==> src/rtl/cnnip_pkg.sv <==
// Shared types and defaults for the CNN IP memory streamer.
// cmd_t is sized to the default widths and is used wherever a whole command travels as one value.
package cnnip_pkg;

   localparam int CNNIP_ADDR_WIDTH = 20;
   localparam int CNNIP_DATA_WIDTH = 32;
   localparam int CNNIP_LEN_WIDTH  = 16;

   typedef enum logic [2:0] {
      IDLE,
      WRITE,
      READ,
      DRAIN,
      FIN
   } streamer_state_e;

   typedef struct packed {
      logic                        write;
      logic [CNNIP_ADDR_WIDTH-1:0] addr;
      logic [CNNIP_LEN_WIDTH-1:0]  len;
   } cmd_t;

   function automatic int be_width(input int data_width);
      return ((data_width - 1) >> 3) + 1;
   endfunction

endpackage

==> src/rtl/cnnip_mem_if.sv <==
// Single-port word memory interface: the master drives en/we/addr/din, the slave returns dout/valid.
// Read latency is left to the slave; valid marks each returned word.
interface cnnip_mem_if #(
   parameter int ADDR_WIDTH = 20,
   parameter int DATA_WIDTH = 32
);
   localparam int BE_WIDTH = ((DATA_WIDTH - 1) >> 3) + 1;

   logic                  en;
   logic [BE_WIDTH-1:0]   we;
   logic [ADDR_WIDTH-1:0] addr;
   logic [DATA_WIDTH-1:0] din;
   logic [DATA_WIDTH-1:0] dout;
   logic                  valid;

   modport master (output en, output we, output addr, output din, input dout, input valid);
   modport slave  (input en, input we, input addr, input din, output dout, output valid);

endinterface

==> src/rtl/cnnip_mem_rsp_fifo.sv <==
// Synchronous FIFO buffering read data returned by the memory.
// A push and a pop in the same cycle are allowed at any occupancy, including full.
module cnnip_mem_rsp_fifo #(
   parameter int DEPTH = 4,
   parameter int WIDTH = 32
) (
   input  logic                   clk,
   input  logic                   rstn,
   input  logic                   push,
   input  logic [WIDTH-1:0]       din,
   input  logic                   pop,
   output logic [WIDTH-1:0]       dout,
   output logic                   empty,
   output logic                   full,
   output logic [$clog2(DEPTH):0] count
);
   localparam int PTR_WIDTH = $clog2(DEPTH);

   logic [WIDTH-1:0]     storage_q [DEPTH];
   logic [PTR_WIDTH-1:0] wr_ptr_q, wr_ptr_d;
   logic [PTR_WIDTH-1:0] rd_ptr_q, rd_ptr_d;
   logic [PTR_WIDTH:0]   count_q, count_d;
   logic                 do_push, do_pop;

   // DEPTH is a power of two, so the pointers wrap naturally.
   always_comb begin
      do_pop   = pop && (count_q != '0);
      do_push  = push && ((count_q != (PTR_WIDTH+1)'(DEPTH)) || do_pop);
      wr_ptr_d = wr_ptr_q + PTR_WIDTH'(do_push);
      rd_ptr_d = rd_ptr_q + PTR_WIDTH'(do_pop);
      count_d  = count_q + (PTR_WIDTH+1)'(do_push) - (PTR_WIDTH+1)'(do_pop);
   end

   always_ff @(posedge clk) begin
      if (!rstn) begin
         wr_ptr_q <= '0;
         rd_ptr_q <= '0;
         count_q  <= '0;
      end else begin
         wr_ptr_q <= wr_ptr_d;
         rd_ptr_q <= rd_ptr_d;
         count_q  <= count_d;
      end
   end

   always_ff @(posedge clk) begin
      if (do_push) begin
         storage_q[wr_ptr_q] <= din;
      end
   end

   assign dout  = storage_q[rd_ptr_q];
   assign empty = (count_q == '0);
   assign full  = (count_q == (PTR_WIDTH+1)'(DEPTH));
   assign count = count_q;

   always_ff @(posedge clk) begin
      if (rstn) begin
         assert (!(push && full && !pop));
      end
   end

endmodule

==> src/rtl/cnnip_mem_streamer.sv <==
// Memory initiator: turns one (addr, len, rd/wr) command into len single-word accesses,
// fed from a write stream or delivered to a read stream through a credit-limited response FIFO.
module cnnip_mem_streamer
   import cnnip_pkg::*;
#(
   parameter int ADDR_WIDTH = 20,
   parameter int DATA_WIDTH = 32,
   parameter int LEN_WIDTH  = 16,
   parameter int FIFO_DEPTH = 4
) (
   input  logic                  clk,
   input  logic                  rstn,
   input  logic                  cmd_valid,
   output logic                  cmd_ready,
   input  logic                  cmd_write,
   input  logic [ADDR_WIDTH-1:0] cmd_addr,
   input  logic [LEN_WIDTH-1:0]  cmd_len,
   input  logic [DATA_WIDTH-1:0] wr_data,
   input  logic                  wr_valid,
   output logic                  wr_ready,
   output logic [DATA_WIDTH-1:0] rd_data,
   output logic                  rd_valid,
   input  logic                  rd_ready,
   output logic                  busy,
   output logic                  done,
   output logic                  err,
   cnnip_mem_if.master           mem
);
   localparam int CNT_WIDTH = $clog2(FIFO_DEPTH) + 1;

   streamer_state_e       state_q, state_d;
   logic [ADDR_WIDTH-1:0] addr_q, addr_d;
   logic [LEN_WIDTH-1:0]  remaining_q, remaining_d;
   logic [CNT_WIDTH-1:0]  outstanding_q, outstanding_d;
   logic                  err_q, err_d;

   logic                  cmd_hs, wr_hs, rd_issue, rsp_accept, rsp_stray, fifo_pop;
   logic                  fifo_empty, fifo_full;
   logic [CNT_WIDTH-1:0]  fifo_count;
   logic [CNT_WIDTH:0]    credits_used;

   // Reads in flight plus buffered words never exceed the FIFO, so a return always has room.
   always_comb begin
      cmd_hs       = (state_q == IDLE) && cmd_valid;
      wr_hs        = (state_q == WRITE) && wr_valid;
      credits_used = {1'b0, outstanding_q} + {1'b0, fifo_count};
      rd_issue     = (state_q == READ) && !fifo_full
                     && (credits_used < (CNT_WIDTH+1)'(FIFO_DEPTH));
      rsp_accept   = mem.valid && (outstanding_q != '0);
      rsp_stray    = mem.valid && (outstanding_q == '0);
      fifo_pop     = !fifo_empty && rd_ready;
   end

   always_ff @(posedge clk) begin
      if (!rstn) begin
         state_q <= IDLE;
      end else begin
         state_q <= state_d;
      end
   end

   always_comb begin
      state_d = state_q;
      unique case (state_q)
         IDLE:    if (cmd_valid) begin
                     if (cmd_len == '0) state_d = FIN;
                     else               state_d = cmd_write ? WRITE : READ;
                  end
         WRITE:   if (wr_hs && remaining_q == LEN_WIDTH'(1)) state_d = FIN;
         READ:    if (rd_issue && remaining_q == LEN_WIDTH'(1)) state_d = DRAIN;
         DRAIN:   if (outstanding_q == '0 && fifo_empty) state_d = FIN;
         FIN:     state_d = IDLE;
         default: state_d = IDLE;
      endcase
   end

   always_comb begin
      addr_d        = addr_q;
      remaining_d   = remaining_q;
      err_d         = err_q;
      outstanding_d = outstanding_q + CNT_WIDTH'(rd_issue) - CNT_WIDTH'(rsp_accept);
      if (cmd_hs) begin
         addr_d      = cmd_addr;
         remaining_d = cmd_len;
         err_d       = 1'b0;
      end
      if (wr_hs || rd_issue) begin
         addr_d      = addr_q + ADDR_WIDTH'(1);
         remaining_d = remaining_q - LEN_WIDTH'(1);
      end
      if (rsp_stray) begin
         err_d = 1'b1;
      end
   end

   always_ff @(posedge clk) begin
      if (!rstn) begin
         addr_q        <= '0;
         remaining_q   <= '0;
         outstanding_q <= '0;
         err_q         <= 1'b0;
      end else begin
         addr_q        <= addr_d;
         remaining_q   <= remaining_d;
         outstanding_q <= outstanding_d;
         err_q         <= err_d;
      end
   end

   always_comb begin
      cmd_ready = (state_q == IDLE);
      busy      = (state_q != IDLE);
      done      = (state_q == FIN);
      wr_ready  = (state_q == WRITE);
      err       = err_q;
      mem.en    = wr_hs || rd_issue;
      mem.we    = wr_hs ? '1 : '0;
      mem.addr  = addr_q;
      mem.din   = (state_q == WRITE) ? wr_data : '0;
   end

   cnnip_mem_rsp_fifo #(
      .DEPTH (FIFO_DEPTH),
      .WIDTH (DATA_WIDTH)
   ) u_rsp_fifo (
      .clk   (clk),
      .rstn  (rstn),
      .push  (rsp_accept),
      .din   (mem.dout),
      .pop   (fifo_pop),
      .dout  (rd_data),
      .empty (fifo_empty),
      .full  (fifo_full),
      .count (fifo_count)
   );

   assign rd_valid = !fifo_empty;

endmodule
==> src/flat_wrapper.sv <==
// flat-port wrapper written by rule: the top's interface ports become plain ports
module cnnip_mem_streamer_flat import cnnip_pkg::*;
#(
   parameter int ADDR_WIDTH = 20,
   parameter int DATA_WIDTH = 32,
   parameter int LEN_WIDTH  = 16,
   parameter int FIFO_DEPTH = 4
)
  (clk, rstn, cmd_valid, cmd_ready, cmd_write, cmd_addr, cmd_len, wr_data, wr_valid, wr_ready, rd_data, rd_valid, rd_ready, busy, done, err, mem_en, mem_we, mem_addr, mem_din, mem_dout, mem_valid);
  cnnip_mem_if #(.ADDR_WIDTH(ADDR_WIDTH), .DATA_WIDTH(DATA_WIDTH)) mem_i ();
  input  logic clk;
  input  logic rstn;
  input  logic cmd_valid;
  output logic cmd_ready;
  input  logic cmd_write;
  input  logic [ADDR_WIDTH-1:0] cmd_addr;
  input  logic [LEN_WIDTH-1:0] cmd_len;
  input  logic [DATA_WIDTH-1:0] wr_data;
  input  logic wr_valid;
  output logic wr_ready;
  output logic [DATA_WIDTH-1:0] rd_data;
  output logic rd_valid;
  input  logic rd_ready;
  output logic busy;
  output logic done;
  output logic err;
  output wire logic [$bits(mem_i.en)-1:0] mem_en;
  output wire logic [$bits(mem_i.we)-1:0] mem_we;
  output wire logic [$bits(mem_i.addr)-1:0] mem_addr;
  output wire logic [$bits(mem_i.din)-1:0] mem_din;
  input wire logic [$bits(mem_i.dout)-1:0] mem_dout;
  input wire logic [$bits(mem_i.valid)-1:0] mem_valid;
  assign mem_en = mem_i.en;
  assign mem_we = mem_i.we;
  assign mem_addr = mem_i.addr;
  assign mem_din = mem_i.din;
  assign mem_i.dout = mem_dout;
  assign mem_i.valid = mem_valid;
  cnnip_mem_streamer #(.ADDR_WIDTH(ADDR_WIDTH), .DATA_WIDTH(DATA_WIDTH), .LEN_WIDTH(LEN_WIDTH), .FIFO_DEPTH(FIFO_DEPTH)) u_core (.clk(clk), .rstn(rstn), .cmd_valid(cmd_valid), .cmd_ready(cmd_ready), .cmd_write(cmd_write), .cmd_addr(cmd_addr), .cmd_len(cmd_len), .wr_data(wr_data), .wr_valid(wr_valid), .wr_ready(wr_ready), .rd_data(rd_data), .rd_valid(rd_valid), .rd_ready(rd_ready), .busy(busy), .done(done), .err(err), .mem(mem_i));
endmodule
==> config.mk <==
export PLATFORM = sky130hd
export DESIGN_NAME = cnnip_mem_streamer_flat
export DESIGN_NICKNAME = d
export VERILOG_FILES = /design/src/rtl/cnnip_pkg.sv /design/src/rtl/cnnip_mem_if.sv /design/src/rtl/cnnip_mem_rsp_fifo.sv /design/src/rtl/cnnip_mem_streamer.sv /design/src/flat_wrapper.sv
export SDC_FILE = /design/constraint.sdc
export NUM_CORES = 1
export LEC_CHECK = 0
export BUFFER_PORTS_ARGS = -buffer_cell sky130_fd_sc_hd__buf_2
export CORE_MARGIN = 2
export CORE_UTILIZATION = 35
export CTS_CLUSTER_DIAMETER = 150
export DETAILED_ROUTE_END_ITERATION = 8
export GPL_TIMING_DRIVEN = 0
export PLACE_DENSITY = 0.59
export SKIP_LAST_GASP = 1
export SLEW_MARGIN = 20
export SYNTH_ARGS = -nofsm -noshare
export SYNTH_HDL_FRONTEND = slang
export SYNTH_SLANG_ARGS = --single-unit
==> constraint.sdc <==
create_clock -name clk -period 4.9 [get_ports clk]
set_input_delay 0.245 -clock clk [delete_from_list [all_inputs] [get_ports clk]]
set_output_delay 0.245 -clock clk [all_outputs]
set_load 0.05 [all_outputs]
* Word-level counts from Yosys, hierarchy flattened
Memory sizes are Yosys's and may differ from the RTL's. A register that Yosys moved wholly into a read port is not among the register bits.
Index checks and enable logic that the tools add are counted.
** Word-level totals
- Input port bits :: 107
- Memories kept :: 1
- RAM bits :: 128
- Word-level logic and storage cells :: 74
- Bits in registers :: 50
- Output and inout bits :: 95
** Cells by class
- Equality and inequality tests :: 11
- Magnitude comparators :: 1
- Add/subtract/negate cells :: 9
- Reduce and logical (&&, ||, !) cells :: 26
- Mux-type cells :: 18
** Memories
- u_core.u_rsp_fifo.storage_q :: words 4, bits a word 32, read ports 1, clocked after memory_dff 1, wr ports 1, line cnnip_mem_rsp_fifo.sv:19 : logic [WIDTH-1:0] storage_q [DEPTH];
** Operators with widths (number)
- 20-bit 2-to-1 mux :: 2
- 16-bit 2-to-1 mux :: 2
- 32-bit 2-to-1 mux :: 1
- 20-bit by 1-bit adder with 20-bit output (second input constant) :: 1
- 16-bit by 1-bit == test with 1-bit output (second input constant) :: 1
- 16-bit zero test :: 1
- 16-bit by 1-bit subtractor with 16-bit output (second input constant) :: 1
- 3-bit 2-to-1 mux :: 5
- 1-bit logical AND :: 12
- 3-bit one-hot mux with 4 select lines :: 1
- 3-bit zero test :: 3
- 3-bit nonzero test :: 3
- 3-bit by 1-bit adder with 3-bit output :: 2
- 3-bit by 2-bit == test with 1-bit output (second input constant) :: 2
- 3-bit == test (second input constant) :: 2
- 3-bit by 1-bit subtractor with 3-bit output :: 2
- 2-bit by 1-bit adder with 2-bit output :: 2
- 3-bit by 3-bit adder with 4-bit output :: 1
- 4-bit by 3-bit less-than comparator with 1-bit output (second input constant) :: 1
- 1-bit 2-to-1 mux :: 4
- 2-bit 2-to-1 mux :: 2
- 4-bit 2-to-1 mux :: 1
- 2-bit by 1-bit != test with 1-bit output (second input constant) :: 2
- 2-bit != test (second input constant) :: 2
- 6 further kinds :: 9

* Logic depth before layout (Yosys ltp)
- Word-level depth :: 8
- Gate-level depth with buffers :: 11
- Depth with buffers taken out :: 11

* Modules after synthesis
A second synthesis with hierarchy kept.
** Unflattened totals
- Cells, all modules :: 554
- Area, all modules :: 7805.0 µm²
** Modules (own cells, without submodules)
- cnnip_mem_rsp_fifo :: instances 1, cells each 206, area an instance 5047.3 µm², seq. area each 3983.8 µm²
- cnnip_mem_streamer :: instances 1, cells each 348, area an instance 2757.6 µm², seq. area each 860.8 µm²

* Least setup slack after synthesis
No wires, ideal clock.
- Kind :: flip-flop to flip-flop
- From :: reg u_core.outstanding_q[1]
- To :: mem u_core.u_rsp_fifo.storage_q[2][0], enable pin
- Cell stages (with the launch flop) :: 5
- Library setup time :: 0.468 ns
- Required time :: 4.432 ns
- Arrival time :: 3.219 ns
- Buffers on the path :: 0
- Clock period less this slack :: 3.687 ns
- Setup slack :: 1.213 ns
- Cell sequence :: dfxtp_1 nor3_1 nor2b_1 o41ai_1 nor3b_1
** Between the ends
- Cells in the longest elaborated chain, start to end :: 5
** Ends and longest elaborated chain
- start: declaration :: line cnnip_mem_streamer.sv:34 : logic [CNT_WIDTH-1:0] outstanding_q, outstanding_d;
- start signal: assignment :: line cnnip_mem_streamer.sv:105 : outstanding_q <= outstanding_d;
- 3-bit nonzero test :: line cnnip_mem_streamer.sv:49 : rsp_accept = mem.valid && (outstanding_q != '0);
- 1-bit logical AND :: line cnnip_mem_streamer.sv:49
- 1-bit logical AND :: line cnnip_mem_rsp_fifo.sv:28 : do_push = push && ((count_q != (PTR_WIDTH+1)'(DEPTH)) || do_pop);
- 1-bit 2-to-1 mux :: line cnnip_mem_rsp_fifo.sv:47 : if (do_push) begin
- 1-bit 2-to-1 mux (implied by the code) :: line cnnip_mem_rsp_fifo.sv:48 : storage_q[wr_ptr_q] <= din;
- end: declaration :: line cnnip_mem_rsp_fifo.sv:19
No other way between the ends.

* Worst setup path in the final report
- From :: reg u_core.state_q[1]
- To :: out mem_we[0]
** Between the ends
- Cells in the longest elaborated chain, start to end :: 3
** Ends and longest elaborated chain
- start: declaration :: line cnnip_mem_streamer.sv:31 : streamer_state_e state_q, state_d;
- start signal: assignment :: line cnnip_mem_streamer.sv:58 : state_q <= state_d;
- 3-bit by 1-bit == test with 1-bit output :: line cnnip_mem_streamer.sv:45 : wr_hs = (state_q == WRITE) && wr_valid;
- 1-bit logical AND :: line cnnip_mem_streamer.sv:45
- named net u_core.wr_hs :: line cnnip_mem_streamer.sv:37 : logic cmd_hs, wr_hs, rd_issue, rsp_accept, rsp_stray, fifo_pop;
- 4-bit 2-to-1 mux :: line cnnip_mem_streamer.sv:117 : mem.we = wr_hs ? '1 : '0;
- end: declaration :: line flat_wrapper.sv:28 : output wire logic [$bits(mem_i.we)-1:0] mem_we;
The timed path passes the listed nets, and every way through them passes these cells.

==> flow_metrics.py <==
metrics = {
    "synthesis": {
        "synth_cell_types": 59,
        "synth-seq-area-share": 0.624,
        "syn-cell-area_sq_um": 7760,
        "yosys.area.top_type_share": 0.495,
        "postSynthAreaPerCell_sq_um": 13.8,
        "synth_top_flop_cell": "edfxtp_1",
        "synth_edf_count": 128,
        "synthArstFlopShare": 0,
        "yosysTopAreaCell": "edfxtp_1",
        "synth_fp_nets": 680,
        "ys_warn_count": 0,
        "ys_seq_elements": 178,
        "synthTopCellsByArea": "edfxtp_1, dfxtp_1, mux4_2, and3_1, nand2_1",
        "synth_cells": 562,
    },
    "drt": {
        "drc": 0,
        "viasPerCell": 5.23,
        "num_vias": 5687,
        "drt_iter0_drc": 326,
        "routed_wl_mm": 19.6,
        "antenna_left": 0,
        "post_drt_wl_per_cell_microns": 18.0,
        "drt_first_pass_iters": 5,
    },
    "place": {
        "place_congestion": 0.831,
        "place_hpwl_mm": 14.2,
        "pre_cts_ws_ps": 2040,
        "postPlaceCellArea_sq_um": 9260,
        "dp_cells": 1054,
        "portBuffers": 201,
    },
    "status": {
        "outcome": "finished clean",
    },
    "timing": {
        "skew_ps": 11.4,
        "rsz0062_at_grt": "no",
        "timing.final.crit_share": 0.604,
        "worstMarginPinSlew_ps": 955,
        "finalMaxSlewViolations": 0,
        "fmax_mhz": 338,
        "final-setup-viol-count": 0,
        "hold_viol": 0,
        "finalCriticalPeriod_ps": 2960,
        "tns_ps": 0,
        "worst_slew_margin_rel": 0.363,
        "setup_ws_ps": 1940,
    },
    "setup_path": {
        "cp_cell_sequence": "nor2_1, nand3_1, inv_1, clkbuf_1, buf_4, buf_2",
        "r2r_slack_ps": 2040,
        "critPathMaxStageDelay_ps": 530,
        "critPathSlowestCell": "clkbuf_1",
        "crit_fanout": 13,
        "path_class": "reg -> out",
        "cp.arrival_ps": 2720,
        "rr_worst_depth": 9,
        "r2r_start": "u_core.u_rsp_fifo.count[1]",
        "r2r_end": "u_core.outstanding_q[2]",
        "crit_path_end_kind": "primary output",
        "start_kind": "flop",
        "required_ps": 4660,
    },
    "floorplan": {
        "start_util": 0.356,
        "placementRows": 54,
        "core_area_sq_um": 21800,
        "die_y_microns": 153,
        "io_pins": 202,
        "die_area_sq_um": 23400,
        "die_w_microns": 153,
    },
    "clocking": {
        "clockBufferDepth": 2,
        "postCtsHoldBufs": 0,
        "cts_resized": 0,
        "root_buffer": "clkbuf_16",
        "clkLatencyLatePin_ps": 420,
        "cts.clk_slew.worst_paths_ps": 70,
        "postCtsSetupBuffers": 0,
        "cts_sinks": 178,
        "htree_levels": 4,
        "cts_buffers": 17,
        "cts_tree": "built",
    },
    "grt": {
        "grt_max_degree": 23,
        "grt_pass1_vias": 5771,
        "grt_pass1_wl_mm": 31.0,
        "antenna_found_initial": 0,
        "grt_overflow": 0,
        "groute.usage.overall": 0.169,
    },
    "min_path": {
        "hp-class": "in -> reg",
        "holdPathEnd": "u_core.u_rsp_fifo.storage_q[0][26]",
        "hold_depth": 1,
        "min_from": "mem_dout[26]",
    },
    "power_and_ir_drop": {
        "vdd_drop_max_uv": 239,
        "power_w": 0.00543,
        "cellPowerDensity_nw_per_um2": 551,
        "power.leakage_nw": 3.84,
    },
    "layout": {
        "drive_gt1_frac": 0.370,
        "final_cells": 1087,
        "stdcell_area_sq_um": 9860,
        "ff_latch_area_sq_um": 4840,
        "fill_cells": 2029,
        "final_nets": 911,
        "multiInputGateArea_sq_um": 2690,
        "syn_to_final_growth_pct": 27.1,
    },
    "run": {
        "drv_cap": 0,
    },
}
## worst max-delay path: cells and delay by family, from the launching register on
kind | cells | cell delay, ps
flip-flops | 1 | 370
AND/OR/NAND/NOR | 2 | 720
buffers and inverters | 4 | 1200
## sequential cells by signal (all words and copies together) (netlist names)
name                         flops
u_core.state_q                   3
u_core.remaining_q              16
u_core.u_rsp_fifo.rd_ptr_q       2
u_core.u_rsp_fifo.storage_q    128
u_core.outstanding_q             3
u_core.u_rsp_fifo.count          3
u_core.mem.addr                 20
u_core.u_rsp_fifo.wr_ptr_q       2
u_core.err                       1
## final cells by class
class | instances | area share
clock inverter | 14 | 0.0179
antenna | 1 | 0.000254
inverter | 13 | 0.00495
timing repair buffer | 212 | 0.114
buffer | 35 | 0.0195
tap | 280 | 0.0355
clock buffer | 18 | 0.0435
sequential | 178 | 0.491
multi-input combinational | 336 | 0.273
## logic make-up after synthesis
group,Yosys count,share of synthesized area
muxes,36,0.0987
AOI/OAI and AO/OA,109,0.0961
buffers and inverters,48,0.0311
adders and majority gates,11,0.0197
and+or+nand+nor,174,0.123
xor gates and xnor gates,6,0.00677
DFF,178,0.624
## routing by layer
metal	up-vias	GRT usage	wire length, microns
met5	-	0	0
met2	227	0.285	9460
met3	25	0.0377	1340
met4	0	0.0516	320
met1	2741	0.218	8460
li1	2694	-	-
## worst max-delay path by stage
stage / from / to / slack, ps / depth (start not counted)
6_report: u_core.state_q[1] / mem_we[0] / 1940 / 6
5_1_grt: u_core.u_rsp_fifo.rd_ptr_q[0] / rd_data[22] / 1710 / 4
4_1_cts: u_core.u_rsp_fifo.rd_ptr_q[0] / rd_data[22] / 1830 / 4
3_5_place_dp: u_core.outstanding_q[2] / u_core.outstanding_q[2] / 2040 / 9
3_3_place_gp: u_core.outstanding_q[1] / u_core.u_rsp_fifo.storage_q[2][3] / -1110 / 4
2_1_floorplan: u_core.outstanding_q[1] / u_core.u_rsp_fifo.storage_q[2][0] / 1210 / 4
## power by group
group	switching, W	internal [W]	total [W]
registers	0.000128	0.00184	0.00197
logic	0.00141	0.000663	0.00208
clock network	0.000578	0.000811	0.00139
## cell usage in the layout (no fill, tap or decap), drive strengths merged, types with 4 or more instances in the layout
cell type	instances
or3	9
and2	8
nor3	9
nand2	39
o211ai	13
or4	5
o311ai	4
mux2	4
nand4	6
ha	9
dfxtp	50
nor2	18
clkbuf	43
a22oi	7
buf	221
xnor2	5
o21ai	14
edfxtp	128
and4	5
inv	17
nand3	13
a2bb2oi	5
mux4	32
a31oi	11
a21oi	27
clkinv	7
nor4	9
a311oi	4
and3	39
## metrics by stage
step	hold WS [ps]	util
2_1_floorplan	344	-
3_3_place_gp	459	0.418
3_5_place_dp	466	0.424
4_1_cts	18.2	0.452
5_1_grt	18.0	0.452
6_report	41.1	0.452
## synth_stat cells, types with 4 or more instances
master / number
nor4_1: 9
ha_1: 9
and4_1: 5
o311ai_0: 4
or3_1: 6
mux2_2: 4
edfxtp_1: 128
a311oi_1: 4
buf_1: 5
o211ai_1: 13
clkbuf_8: 4
or4_1: 4
clkbuf_1: 21
o21ai_0: 13
inv_1: 13
dfxtp_1: 50
mux4_2: 32
a22oi_1: 7
and2_1: 6
and3_1: 39
a2bb2oi_1: 5
a21oi_1: 27
a31oi_1: 11
buf_4: 4
nor2_1: 18
xnor2_1: 5
nand2_1: 39
nor3_1: 9
nand4_1: 6
nand3_1: 13
No activity file was read; power rests on OpenSTA's default activity.
